--- src/rtl/timer_pkg.sv ---
// Shared constants for the 8-bit timer APB register block.
// No logic: register offsets, bit positions and bus FSM encodings only.
// Imported by timer_apb_fsm and timer_apb_regs.
package timer_pkg;

  // Register offsets (low two address bits; upper bits must be zero)
  localparam logic [1:0] TDR_ADDR  = 2'd0;
  localparam logic [1:0] TCR_ADDR  = 2'd1;
  localparam logic [1:0] TSR_ADDR  = 2'd2;
  localparam logic [1:0] TCNT_ADDR = 2'd3;

  // TCR bit positions
  localparam int LOAD_BIT = 7;
  localparam int UPDN_BIT = 5;
  localparam int EN_BIT   = 4;
  localparam int CS_MSB   = 1;
  localparam int CS_LSB   = 0;

  // TSR bit positions
  localparam int OVF_BIT = 0;
  localparam int UDF_BIT = 1;

  // APB slave phase tracking
  typedef enum logic [1:0] {
    IDLE   = 2'd0,
    SETUP  = 2'd1,
    ACCESS = 2'd2
  } apb_state_e;

endpackage

--- src/rtl/timer_apb_fsm.sv ---
// APB slave phase tracker: IDLE/SETUP/ACCESS, wait-state counter, pready/complete.
// pready rises WAIT_CYCLES cycles into ACCESS (first ACCESS cycle when 0).
// Holds pready low to stall the master; dropping psel abandons the transfer.
module timer_apb_fsm
  import timer_pkg::*;
#(
  parameter int WAIT_CYCLES = 0
) (
  input  logic clk,
  input  logic rst_n,
  input  logic psel,
  input  logic penable,
  output logic pready,
  output logic complete
);

  localparam logic [2:0] WAIT_L = 3'(WAIT_CYCLES);

  apb_state_e state;
  logic [2:0] wcnt;

  // Phase tracking with a registered pready so it is glitch-free on the bus
  always_ff @(posedge clk) begin
    if (!rst_n) begin
      state  <= IDLE;
      wcnt   <= 3'd0;
      pready <= 1'b0;
    end else begin
      case (state)
        IDLE: begin
          wcnt   <= 3'd0;
          pready <= 1'b0;
          if (psel && !penable) state <= SETUP;
        end
        SETUP: begin
          wcnt <= 3'd0;
          if (psel) begin
            state  <= ACCESS;
            pready <= (WAIT_L == 3'd0);
          end else begin
            state  <= IDLE;
            pready <= 1'b0;
          end
        end
        ACCESS: begin
          if (pready) begin
            // Completing cycle: a fresh setup phase may already be on the bus
            wcnt   <= 3'd0;
            pready <= 1'b0;
            state  <= (psel && !penable) ? SETUP : IDLE;
          end else if (!psel) begin
            wcnt  <= 3'd0;
            state <= IDLE;
          end else begin
            wcnt <= wcnt + 3'd1;
            if ((wcnt + 3'd1) == WAIT_L) pready <= 1'b1;
          end
        end
        default: begin
          state  <= IDLE;
          wcnt   <= 3'd0;
          pready <= 1'b0;
        end
      endcase
    end
  end

  // A transfer only retires while the master still selects us
  assign complete = pready && psel;

endmodule

--- src/rtl/timer_apb_regs.sv ---
// APB register block for the 8-bit timer: TDR, TCR, TSR (w1c), TCNT (ro).
// Register effects at the completing edge, visible on outputs the next cycle.
// Wait states come from timer_apb_fsm; bad offsets or TCNT writes get pslverr.
module timer_apb_regs
  import timer_pkg::*;
#(
  parameter int WAIT_CYCLES = 0,
  parameter int ADDR_W      = 8
) (
  input  logic              clk,
  input  logic              rst_n,
  input  logic              psel,
  input  logic              penable,
  input  logic              pwrite,
  input  logic [ADDR_W-1:0] paddr,
  input  logic [7:0]        pwdata,
  output logic [7:0]        prdata,
  output logic              pready,
  output logic              pslverr,
  input  logic              clk_ena,
  input  logic [7:0]        tcnt,
  input  logic              overflow,
  input  logic              underflow,
  output logic [7:0]        start_counter,
  output logic              up_down,
  output logic              enable,
  output logic [1:0]        clk_sel,
  output logic              load,
  output logic              clr_overflow,
  output logic              clr_underflow
);

  localparam logic [ADDR_W-1:0] REG_SPAN = ADDR_W'(4);

  logic       complete;
  logic [1:0] reg_sel;
  logic       addr_err;
  logic       wr_ok;
  logic       rd_ok;
  logic [7:0] rdata;

  timer_apb_fsm #(
    .WAIT_CYCLES(WAIT_CYCLES)
  ) u_fsm (
    .clk     (clk),
    .rst_n   (rst_n),
    .psel    (psel),
    .penable (penable),
    .pready  (pready),
    .complete(complete)
  );

  assign reg_sel  = paddr[1:0];
  assign addr_err = (paddr >= REG_SPAN) || (pwrite && (reg_sel == TCNT_ADDR));
  assign wr_ok    = complete && pwrite && !addr_err;
  assign rd_ok    = pready && !pwrite && !addr_err;

  // Read mux; reserved bits read as zero
  always_comb begin
    rdata = 8'h00;
    case (reg_sel)
      TDR_ADDR:  rdata = start_counter;
      TCR_ADDR: begin
        rdata[LOAD_BIT]      = load;
        rdata[UPDN_BIT]      = up_down;
        rdata[EN_BIT]        = enable;
        rdata[CS_MSB:CS_LSB] = clk_sel;
      end
      TSR_ADDR: begin
        rdata[OVF_BIT] = overflow;
        rdata[UDF_BIT] = underflow;
      end
      default:   rdata = tcnt;
    endcase
  end

  assign prdata  = rd_ok ? rdata : 8'h00;
  assign pslverr = pready && addr_err;

  // Control registers, load handshake and one-shot clear pulses
  always_ff @(posedge clk) begin
    if (!rst_n) begin
      start_counter <= 8'h00;
      up_down       <= 1'b0;
      enable        <= 1'b0;
      clk_sel       <= 2'b00;
      load          <= 1'b0;
      clr_overflow  <= 1'b0;
      clr_underflow <= 1'b0;
    end else begin
      clr_overflow  <= 1'b0;
      clr_underflow <= 1'b0;

      if (wr_ok && reg_sel == TDR_ADDR) start_counter <= pwdata;

      if (wr_ok && reg_sel == TCR_ADDR) begin
        up_down <= pwdata[UPDN_BIT];
        enable  <= pwdata[EN_BIT];
        clk_sel <= pwdata[CS_MSB:CS_LSB];
      end

      // A setting write wins over a coincident tick, so load always lasts at
      // least one cycle; writing bit 7 = 0 leaves a pending load alone.
      if (wr_ok && reg_sel == TCR_ADDR && pwdata[LOAD_BIT]) load <= 1'b1;
      else if (load && clk_ena)                              load <= 1'b0;

      if (wr_ok && reg_sel == TSR_ADDR) begin
        clr_overflow  <= pwdata[OVF_BIT];
        clr_underflow <= pwdata[UDF_BIT];
      end
    end
  end

endmodule

--- config.mk ---
export PLATFORM = sky130hd
export DESIGN_NAME = timer_apb_regs
export DESIGN_NICKNAME = d
export VERILOG_FILES = /design/src/rtl/timer_pkg.sv /design/src/rtl/timer_apb_fsm.sv /design/src/rtl/timer_apb_regs.sv
export SDC_FILE = /design/constraint.sdc
export NUM_CORES = 1
export LEC_CHECK = 0
export ABC_CLOCK_PERIOD_IN_PS = 1700
export CAP_MARGIN = 30
export CORE_AREA = 2 2 58 60
export CTS_CLUSTER_DIAMETER = 120
export DETAILED_ROUTE_END_ITERATION = 8
export DIE_AREA = 0 0 60 62
export PLACE_DENSITY = 0.73
export RECOVER_POWER = 25
export SETUP_SLACK_MARGIN = 0.3
export SYNTH_ARGS = -nofsm -noshare
export SYNTH_HDL_FRONTEND = slang
export SYNTH_SLANG_ARGS = --single-unit
export TNS_END_PERCENT = 30
--- constraint.sdc ---
create_clock -name clk -period 1.7 [get_ports clk]
set_clock_uncertainty 0.15 [all_clocks]
set_input_delay 0.34 -clock clk [delete_from_list [all_inputs] [get_ports clk]]
set_output_delay 0.34 -clock clk [all_outputs]
set_load 0.02 [all_outputs]
==> reports/qor.txt <==
status -> finished, violations left
failing checks -> setup timing
worst r2r src -> u_fsm.state[0]$_SDFFE_PN0P_
DRT Wirelength -> 3730 um
Tcrit/Tclk final -> 1.17
CP endpoint kind -> output port
top_reg_cell synth -> dfxtp_1
post-synthesis register bit count -> 21
final setup fails -> 9
peak supply drop -> 345 uV
vias per cell -> 4.88
share of layout cells above drive strength 1 -> 0.484
critical path depth in cells -> 6
synthesized cell area -> 0.00117 mm2
Die ar. -> 0.00372 mm2
combinational power share -> 0.207
Worst R2R Setup Slack -> 80 ps
cell chain of the critical path -> nor3b_4 > and2_4 > nand2b_4 > buf_12 > a21oi_4 > buf_6
pre-CTS setup slack -> -1070 ps
WHS Path Cells -> 1
Slowest cell on crit path -> dfxtp_2
io pins -> 57
Clock power frac -> 0.269
CP startpoint kind -> flip-flop
synth warn -> 0
final core utilization -> 0.701
Worst Max-Slew Pin Slew -> 286 ps
share of power burned in registers -> 0.524
latest clock arrival within the worst-skew pair -> 320 ps
Clock Sinks -> 21
Final Max Tran Viols -> 0
fmax -> 0.501 GHz
Cell Pwr Density -> 425 mW/mm2
count of cell types in the netlist -> 31
CTS Buf Count -> 3
CTS max path bufs -> 2
grt ovf -> 0
crit-path max FO -> 6
hpwl dp -> 2800 um
commonest cells after routing, fill and taps aside -> buf_6 (32), clkdlybuf4s50_1 (21), nand2_1 (18)
Reg2Reg Capture Point -> u_fsm.state[1]$_SDFFE_PN0P_
first-pass detailed-route iteration total -> 4
CP Class -> flip-flop to output port
CP required -> 1210 ps
H-tree depth -> 1
vias in the first global route -> 1253
Final Cell Area -> 0.00223 mm2
largest net degree at the start of global routing -> 16
WL/cell -> 14.4 um
Hold Crit Endpoint -> u_fsm.wcnt[0]$_SDFF_PP0_
hold bufs inserted after CTS -> 0
Initial Utilization -> 0.370
Worst-path clk slew -> 130 ps
Crit path max-delay family -> simple AND/OR/NAND/NOR gates
Worst Min Path Start -> u_fsm.wcnt[0]$_SDFF_PP0_
# diodes -> 0
worst setup margin -> -297 ps
Final GP Congestion -> 0.772
CTS tree -> built
dpl cell area -> 0.00205 mm2
Filler cells -> 254
switching power -> 0.247 mW
post-synthesis cell count -> 127
synthesized area per cell -> 9.25 um2
WHS -> 334 ps
Slew HR -> 0.809
layout overhead on the synthesized area -> 89.8%
Total GRT Usage -> 0.203
Post-synth EDFFs -> 0
LEAKAGE -> 0.952 nW
ys async rst share -> 0
# DRC -> 0
Nets -> 252
worst r2r path cells -> 6
Syn Nets -> 165
critical path arrival -> 1510 ps
remaining antenna violation count -> 0
root buf cell -> clkbuf_4
Row Count -> 21
Final min period -> 2000 ps
first-pass GRT wire length -> 5520 um
die span in x -> 60 um
initial antenna violation count -> 0
core area -> 0.00318 mm2
Max-Cap Viols -> 0
sequential-to-total area share from yosys stat -> 0.358
initial drt markers -> 32
Buffers on Ports -> 56
Int Pwr -> 0.701 mW
RSZ-0062 raised after global routing -> true
die outline height -> 62 um
CP bufs+invs -> 2
worst hold path class -> flip-flop to flip-flop
CP peak stage delay -> 350 ps
commonest non-fill, non-tap cell in the layout -> buf_6
final total power -> 0.948 mW
final hold viol count -> 0
switching share of total power -> 0.261
vias after detailed routing -> 1265
## repair_timing
item                                    CTS  global route
resized for setup                       183             9
endpoints found under the setup margin   45            37
setup buffers                             3             3
pin swaps                                 7             6
gates cloned                              0             1
## final cells by class
| cell class | count | area, um2 | share of cell area |
|---|---|---|---|
| multi-input combinational | 96 | 820 | 0.368 |
| inverter | 3 | 11.3 | 0.00505 |
| sequential | 21 | 430 | 0.193 |
| tap | 46 | 57.6 | 0.0258 |
| timing repair buffer | 89 | 881 | 0.395 |
| clock inverter | 1 | 7.51 | 0.00337 |
| clock buffer | 3 | 22.5 | 0.0101 |
## through the flow
step                setup TNS (ps)  std cells
finish                       -2360        259
global route                 -2870        259
CTS                          -2490        255
detailed placement          -15310        248
global placement            -14980        248
floorplan                     -203        127
## flip-flops by register name, indices dropped and copies added, names as in the netlist
name	flops
clk_sel	2
clr_overflow	1
clr_underflow	1
enable	1
load	1
start_counter	8
u_fsm.pready	1
u_fsm.state	2
u_fsm.wcnt	3
up_down	1
## synthesized netlist by cell type, drive strengths merged, types with 2 or more instances
library cell / n / area share
and3b: 2 / 0.015
ha: 6 / 0.064
nor2: 7 / 0.024
mux2: 3 / 0.029
a22oi: 3 / 0.019
nor3b: 2 / 0.021
mux4: 2 / 0.038
inv: 3 / 0.0096
and2: 5 / 0.029
mux2i: 6 / 0.051
o21ai: 8 / 0.060
clkbuf: 3 / 0.0096
buf: 4 / 0.030
a21oi: 5 / 0.021
nand2b: 2 / 0.011
dfxtp: 21 / 0.36
nand3: 14 / 0.060
nor2b: 4 / 0.021
nand2: 20 / 0.066
## kinds of logic (layout without fill, tap and decap cells)
logic type                 Yosys count  count (layout)  synth area share
xor gates and xnor gates             1               1           0.00746
buffers and inverters               10              96            0.0490
DFF                                 21              21             0.358
and+or+nand+nor                     59              59             0.281
muxes                               11              11             0.118
AOI/OAI and AO/OA                   19              19             0.122
adders and majority gates            6               6            0.0639
## per-layer routing
layer | wire [um] | global-route usage
met5 | 0 | 0
met4 | 81 | 0.0667
met1 | 1470 | 0.229
met3 | 206 | 0.0476
met2 | 1970 | 0.376
## worst max path at each step
stage	from	endpoint	slack, ps
3_5_place_dp	paddr[7]	prdata[0]	-1070
5_1_grt	u_fsm.pready$_SDFF_PN0_	prdata[6]	-360
3_3_place_gp	paddr[7]	prdata[1]	-1070
6_report	u_fsm.pready$_SDFF_PN0_	prdata[3]	-300
4_1_cts	u_fsm.pready$_SDFF_PN0_	prdata[3]	-300
2_1_floorplan	paddr[7]	prdata[2]	-30
## power by group through the flow
stage / registers, mW / clock network, mW / logic (mW)
2_1_floorplan: 0.507 / 0 / 0.0661
3_3_place_gp: 0.507 / 0 / 0.174
3_5_place_dp: 0.508 / 0 / 0.179
4_1_cts: 0.497 / 0.264 / 0.190
5_1_grt: 0.497 / 0.286 / 0.211
6_report: 0.497 / 0.255 / 0.196
Power figures use the tool's default switching activity.
